**src/rtl/rf_port_arbiter.sv**
```systemverilog
// rf_port_arbiter
//   Shares one single-port 4x32 register file between NREQ requesters.
//   Round-robin arbitration with an optional lock so a single requester can
//   run an atomic read-modify-write. A lock that is held too long is released
//   by force, and the sticky lock_timeout flag is set.
//   Accesses are issued combinationally in the grant cycle. Read data comes
//   back one cycle later on the rvalid bit of the requester that issued it.
//
// Ports
//   clk, rst_n          system clock (rising edge), async active-low reset
//   req/req_we/req_lock per-requester valid, write(1)/read(0), keep-lock
//   req_addr/req_wdata  per-requester address (2b) and write data (32b), packed
//   gnt                 one-hot accept, access issued in the same cycle
//   rvalid/rdata        one-hot read-return pulse and its data
//   lock_timeout(_clr)  sticky forced-release flag and its clear
//   rf_wen/rf_ren/rf_addr/rf_data_in  RF command lines
//   rf_data_out         registered RF read data
//
// state     | meaning
// ----------+-----------------------------------------------------------
// ST_ARB    | round-robin among all requesters, starting at rr_ptr
// ST_LOCKED | only owner_q may be granted; lock_cnt_q counts its grants

module rf_port_arbiter #(
    parameter int NREQ     = 2,
    parameter int LOCK_MAX = 8
) (
    input  logic                 clk,
    input  logic                 rst_n,
    input  logic [NREQ-1:0]      req,
    input  logic [NREQ-1:0]      req_we,
    input  logic [NREQ-1:0]      req_lock,
    input  logic [NREQ*2-1:0]    req_addr,
    input  logic [NREQ*32-1:0]   req_wdata,
    output logic [NREQ-1:0]      gnt,
    output logic [NREQ-1:0]      rvalid,
    output logic [31:0]          rdata,
    output logic                 lock_timeout,
    input  logic                 lock_timeout_clr,
    output logic                 rf_wen,
    output logic                 rf_ren,
    output logic [1:0]           rf_addr,
    output logic [31:0]          rf_data_in,
    input  logic [31:0]          rf_data_out
);

    localparam int IW = (NREQ > 2) ? 2 : 1;

    typedef enum logic {
        ST_ARB,
        ST_LOCKED
    } state_t;

    state_t          state_q, state_d;
    logic [IW-1:0]   rr_ptr_q, rr_ptr_d;
    logic [IW-1:0]   owner_q, owner_d;
    logic [7:0]      lock_cnt_q, lock_cnt_d;
    logic            rd_pend_q, rd_pend_d;
    logic [IW-1:0]   rd_tag_q, rd_tag_d;
    logic            lock_timeout_q, lock_timeout_d;

    logic            arb_hit;
    logic [IW-1:0]   arb_idx;
    logic            grant_vld;
    logic [IW-1:0]   grant_idx;
    logic            grant_we;
    logic            timeout;

    function automatic logic [IW-1:0] ptr_inc(input logic [IW-1:0] p);
        ptr_inc = (p == IW'(NREQ - 1)) ? '0 : p + IW'(1);
    endfunction

    // Rotating priority search starting at rr_ptr_q.
    always_comb begin
        arb_hit = 1'b0;
        arb_idx = '0;
        for (int i = 0; i < NREQ; i++) begin
            int            j;
            logic [IW-1:0] cand;
            j = int'(rr_ptr_q) + i;
            if (j >= NREQ) begin
                j = j - NREQ;
            end
            cand = IW'(j);
            if (!arb_hit && req[cand]) begin
                arb_hit = 1'b1;
                arb_idx = cand;
            end
        end
    end

    // Grant decision. Gated by rst_n so the command lines sit at their reset
    // values for the whole time reset is asserted, even with requests pending.
    always_comb begin
        grant_vld = 1'b0;
        grant_idx = '0;
        timeout   = 1'b0;
        if (rst_n) begin
            case (state_q)
                ST_ARB: begin
                    if (arb_hit) begin
                        grant_vld = 1'b1;
                        grant_idx = arb_idx;
                    end
                end
                ST_LOCKED: begin
                    if (lock_cnt_q == 8'(LOCK_MAX)) begin
                        timeout = 1'b1;
                    end else if (req[owner_q]) begin
                        grant_vld = 1'b1;
                        grant_idx = owner_q;
                    end
                end
                default: ;
            endcase
        end
    end

    always_comb begin
        gnt        = '0;
        grant_we   = 1'b0;
        rf_wen     = 1'b0;
        rf_ren     = 1'b0;
        rf_addr    = '0;
        rf_data_in = '0;
        if (grant_vld) begin
            for (int i = 0; i < NREQ; i++) begin
                if (grant_idx == IW'(i)) begin
                    gnt[i]     = 1'b1;
                    grant_we   = req_we[i];
                    rf_wen     = req_we[i];
                    rf_ren     = !req_we[i];
                    rf_addr    = req_addr[i*2 +: 2];
                    rf_data_in = req_we[i] ? req_wdata[i*32 +: 32] : '0;
                end
            end
        end
    end

    always_comb begin
        state_d    = state_q;
        rr_ptr_d   = rr_ptr_q;
        owner_d    = owner_q;
        lock_cnt_d = lock_cnt_q;
        rd_pend_d  = grant_vld && !grant_we;
        rd_tag_d   = (grant_vld && !grant_we) ? grant_idx : rd_tag_q;

        // A set and a clear in the same cycle: the set wins.
        if (timeout) begin
            lock_timeout_d = 1'b1;
        end else if (lock_timeout_clr) begin
            lock_timeout_d = 1'b0;
        end else begin
            lock_timeout_d = lock_timeout_q;
        end

        case (state_q)
            ST_ARB: begin
                if (grant_vld) begin
                    rr_ptr_d = ptr_inc(grant_idx);
                    if (req_lock[grant_idx]) begin
                        state_d    = ST_LOCKED;
                        owner_d    = grant_idx;
                        lock_cnt_d = 8'd1;
                    end
                end
            end
            ST_LOCKED: begin
                if (timeout) begin
                    // Hand priority to the next requester after the owner.
                    state_d    = ST_ARB;
                    rr_ptr_d   = ptr_inc(owner_q);
                    lock_cnt_d = '0;
                end else if (grant_vld) begin
                    if (req_lock[owner_q]) begin
                        lock_cnt_d = lock_cnt_q + 8'd1;
                    end else begin
                        state_d    = ST_ARB;
                        lock_cnt_d = '0;
                    end
                end else if (!req_lock[owner_q]) begin
                    state_d    = ST_ARB;
                    lock_cnt_d = '0;
                end
            end
            default: begin
                state_d = ST_ARB;
            end
        endcase
    end

    always_ff @(posedge clk or negedge rst_n) begin
        if (!rst_n) begin
            state_q        <= ST_ARB;
            rr_ptr_q       <= '0;
            owner_q        <= '0;
            lock_cnt_q     <= '0;
            rd_pend_q      <= 1'b0;
            rd_tag_q       <= '0;
            lock_timeout_q <= 1'b0;
        end else begin
            state_q        <= state_d;
            rr_ptr_q       <= rr_ptr_d;
            owner_q        <= owner_d;
            lock_cnt_q     <= lock_cnt_d;
            rd_pend_q      <= rd_pend_d;
            rd_tag_q       <= rd_tag_d;
            lock_timeout_q <= lock_timeout_d;
        end
    end

    // Read return: the RF registers its output at the grant edge, so
    // rf_data_out already holds the data in the cycle after the grant.
    always_comb begin
        rvalid = '0;
        for (int i = 0; i < NREQ; i++) begin
            if (rd_pend_q && (rd_tag_q == IW'(i))) begin
                rvalid[i] = 1'b1;
            end
        end
    end

    assign rdata        = rd_pend_q ? rf_data_out : '0;
    assign lock_timeout = lock_timeout_q;

endmodule

```
**config.mk**
```make
export PLATFORM = sky130hd
export DESIGN_NAME = rf_port_arbiter
export DESIGN_NICKNAME = d
export VERILOG_FILES = /design/src/rtl/rf_port_arbiter.sv
export SDC_FILE = /design/constraint.sdc
export NUM_CORES = 1
export LEC_CHECK = 0
export ABC_AREA = 1
export CELL_PAD_IN_SITES_DETAIL_PLACEMENT = 0
export CELL_PAD_IN_SITES_GLOBAL_PLACEMENT = 2
export CORE_MARGIN = 10
export CORE_UTILIZATION = 14
export CTS_CLUSTER_SIZE = 20
export DETAILED_ROUTE_END_ITERATION = 10
export PLACE_DENSITY = 0.92
export SKIP_LAST_GASP = 1
export SLEW_MARGIN = 10
export SYNTH_ARGS = -nofsm -noshare
export SYNTH_HDL_FRONTEND = slang
export SYNTH_SLANG_ARGS = --single-unit
```
**constraint.sdc**
```tcl
create_clock -name clk -period 5.6 [get_ports clk]
set_clock_uncertainty 0.2 [all_clocks]
set_input_delay 1.68 -clock clk [delete_from_list [all_inputs] [get_ports clk]]
set_output_delay 1.68 -clock clk [all_outputs]
set_load 0.01 [all_outputs]
```
==> results_dict.tcl <==
set metrics [dict create \
    cp_max_fo 4 \
    place.gp.congestion 0.7897 \
    period_share_pct 96.60 \
    synth.most_common_cell "nand2_1" \
    hold_depth 2 \
    synth_area_leaders "nand2_1, dfrtp_1, a21oi_2" \
    antenna_found_initial 0 \
    antenna_cells 0 \
    yosysSeqAreaShare_pct 18.75 \
    start_util_pct 14.22 \
    area_delta_synth_final_pct 116.8 \
    holdPathEnd "lock_cnt_q[3]$_DFFE_PN0P_" \
    grt_usage_pct 8.577 \
    rsz0062_at_grt "false" \
    fin_setup_tns_ns 0 \
    post-cts-setup-buffer-count 0 \
    synth_nets 430 \
    path_class "input port to output port" \
    clk_pin_slew_worst_paths_ns 0.05 \
    fin_total_pwr_mw 0.8907 \
    crit_path_end_kind "output port" \
    ys_top_cells_by_count "nand2_1, inv_1, a21oi_2" \
    ys.flop_type "dfrtp_1" \
    drive_gt1_share_pct 15.81 \
    n_fill_cell 1406 \
    dieHeight_microns 135.5 \
    r2r_slack_ns 3.51 \
    drt_first_pass_iters 4 \
    nets 619 \
    cts_buffers 3 \
    post_dp_cell_area_sq_um 3989 \
    reg2reg_to "lock_cnt_q[5]$_DFFE_PN0P_" \
    cts_max_path_buffers 2 \
    cp.required_ns 3.72 \
    portBuffers 181 \
    vias_per_cell 3.770 \
    die_area_sq_um 18360 \
    yosys.area.top_type "nand2_1" \
    setup_ws_ns 0.1906 \
    post-route-min-period_ns 5.409 \
    power.leakage_nw 2.059 \
    synth_area_sq_um 1868 \
    grt_max_degree 35 \
    cts_tree "built" \
    ys_ff_latch 14 \
    power_density_nw_per_um2 219.9 \
    synth-warning-count 0 \
    vias 2571 \
    h-tree-depth 1 \
    post-route-cell-area_sq_um 4050 \
    syn_area_per_cell_sq_um 5.856 \
    hold_class "flop to flop" \
    core_sq_um 13140 \
    cp.arrival_ns 3.53 \
    dp.final_hpwl_mm 7.632 \
    ff2ff_path_depth 12 \
    fmax_ghz 0.1849 \
    place_ws_ns -0.05194 \
    wirelength_mm 8.769 \
    clkLatencyLatePin_ns 0.24 \
    start_kind "input port" \
    synth_top_area_share_pct 27.93 \
    peakVddDrop_mv 0.1088 \
    grt_pass1_vias 2584 \
    grt.overflow.total 0 \
    cap_viol_max_count 0 \
    io-pin-count 182 \
    fp.dieW_microns 135.5 \
    synthCells 319 \
    synth.distinct_cells 30 \
    drv_slew 0 \
    max_slew_margin_pct 36.52 \
    wl_per_cell_microns 12.86 \
    first_iter_violations 68 \
    drc_errors 0 \
    hold_slack_ns 0.3255 \
    grt_pass1_wl_mm 12.88 \
    worst_pin_slew_ns 0.9522 \
    rows 42 \
    cts_root_buf "clkbuf_16" \
    cts.sinks 14 \
    synthArstFlopShare_pct 100.0 \
    setup-violations-final 0 \
    outcome "complete, no violations" \
    ant_nets 0 \
    synth-edff-count 0 \
    r2r-start "state_q$_DFF_PN0_" \
    hold_start "lock_cnt_q[3]$_DFFE_PN0P_" \
    hold_viol 0 \
]
what timing repair did:
action	in CTS	in global routing
gates cloned	0	0
resized for setup	32	7
pin swaps	0	1
hold buffers	0	0
setup endpoints to repair	32	5
how the worst max path moves through the flow:
stage / startpoint / end / depth (start not counted)
final: req[1] / gnt[1] / 10
after CTS: rst_n / rf_data_in[19] / 11
after global placement: rst_n / rf_data_in[28] / 11
after global routing: req[1] / gnt[1] / 10
after detailed placement: rst_n / rf_data_in[28] / 11
after floorplan: rst_n / rf_data_in[0] / 9
critical path, cell delays in order:
cell and delay (ns):
clkdlybuf4s50_1 0.52, nor2_2 0.07, nor2_2 0.10, nand2_2 0.07
nor2_4 0.10, buf_4 0.14, nand2_4 0.05, buf_4 0.15
inv_1 0.09, clkdlybuf4s50_1 0.55
report_power, final:
part           switching (mW)  leakage [nW]  total [mW]  internal (mW)
Sequential             0.0442         0.188       0.167          0.123
Clock                  0.0399        0.0370       0.133         0.0934
Combinational           0.293          1.83       0.590          0.297
registers in the layout, indices dropped and copies added (netlist names):
name          count
lock_timeout      1
state_q           1
lock_cnt_q        8
rr_ptr_q          1
rd_tag_q          1
rd_pend_q         1
owner_q           1
cells in the final DEF, fill, tap and decap left out, drive strengths merged, types with 6 or more instances in the layout:
cell type      Yosys  final
nand2            155    155
inv               53     53
nor2              15     15
dlygate4sd2        0     31
dlymetal6s2s       0      6
a21oi             35     35
dfrtp             14     14
clkdlybuf4s50      0    144
nand3             17     17
buf               10     17
cells by family (layout without fill, tap and decap cells):
kind of cell,count (synthesis),after routing,share of synthesized area [%]
AND/OR/NAND/NOR,192,192,44.54
buffers and inverters,68,255,16.68
AO/OA/AOI/OAI,40,40,17.28
flip-flops,14,14,18.75
XOR/XNOR,3,3,1.407
adder cells (fa/ha/maj),2,2,1.339
stage by stage:
step | std cells | util, %
floorplan | 319 | -
global placement | 679 | 30.36
finish | 682 | 30.83
CTS | 682 | 30.66
detailed placement | 679 | 30.36
global route | 682 | 30.83
layer usage:
metal	part of all wire [%]	track usage [%]
met3	13	4.117
met5	0	0
met2	45	14.65
met4	0.80	1.555
met1	41	9.550
cell type report:
cell class / count / area (sq um) / area share, %
Clock buffer: 3 / 75.07 / 1.854
Inverter: 54 / 210.2 / 5.190
Multi-Input combinational cell: 237 / 1216 / 30.03
Sequential cell: 14 / 350.3 / 8.650
Tap cell: 176 / 220.2 / 5.437
Timing Repair Buffer: 198 / 1978 / 48.84
(Power assumes the default switching activity.)
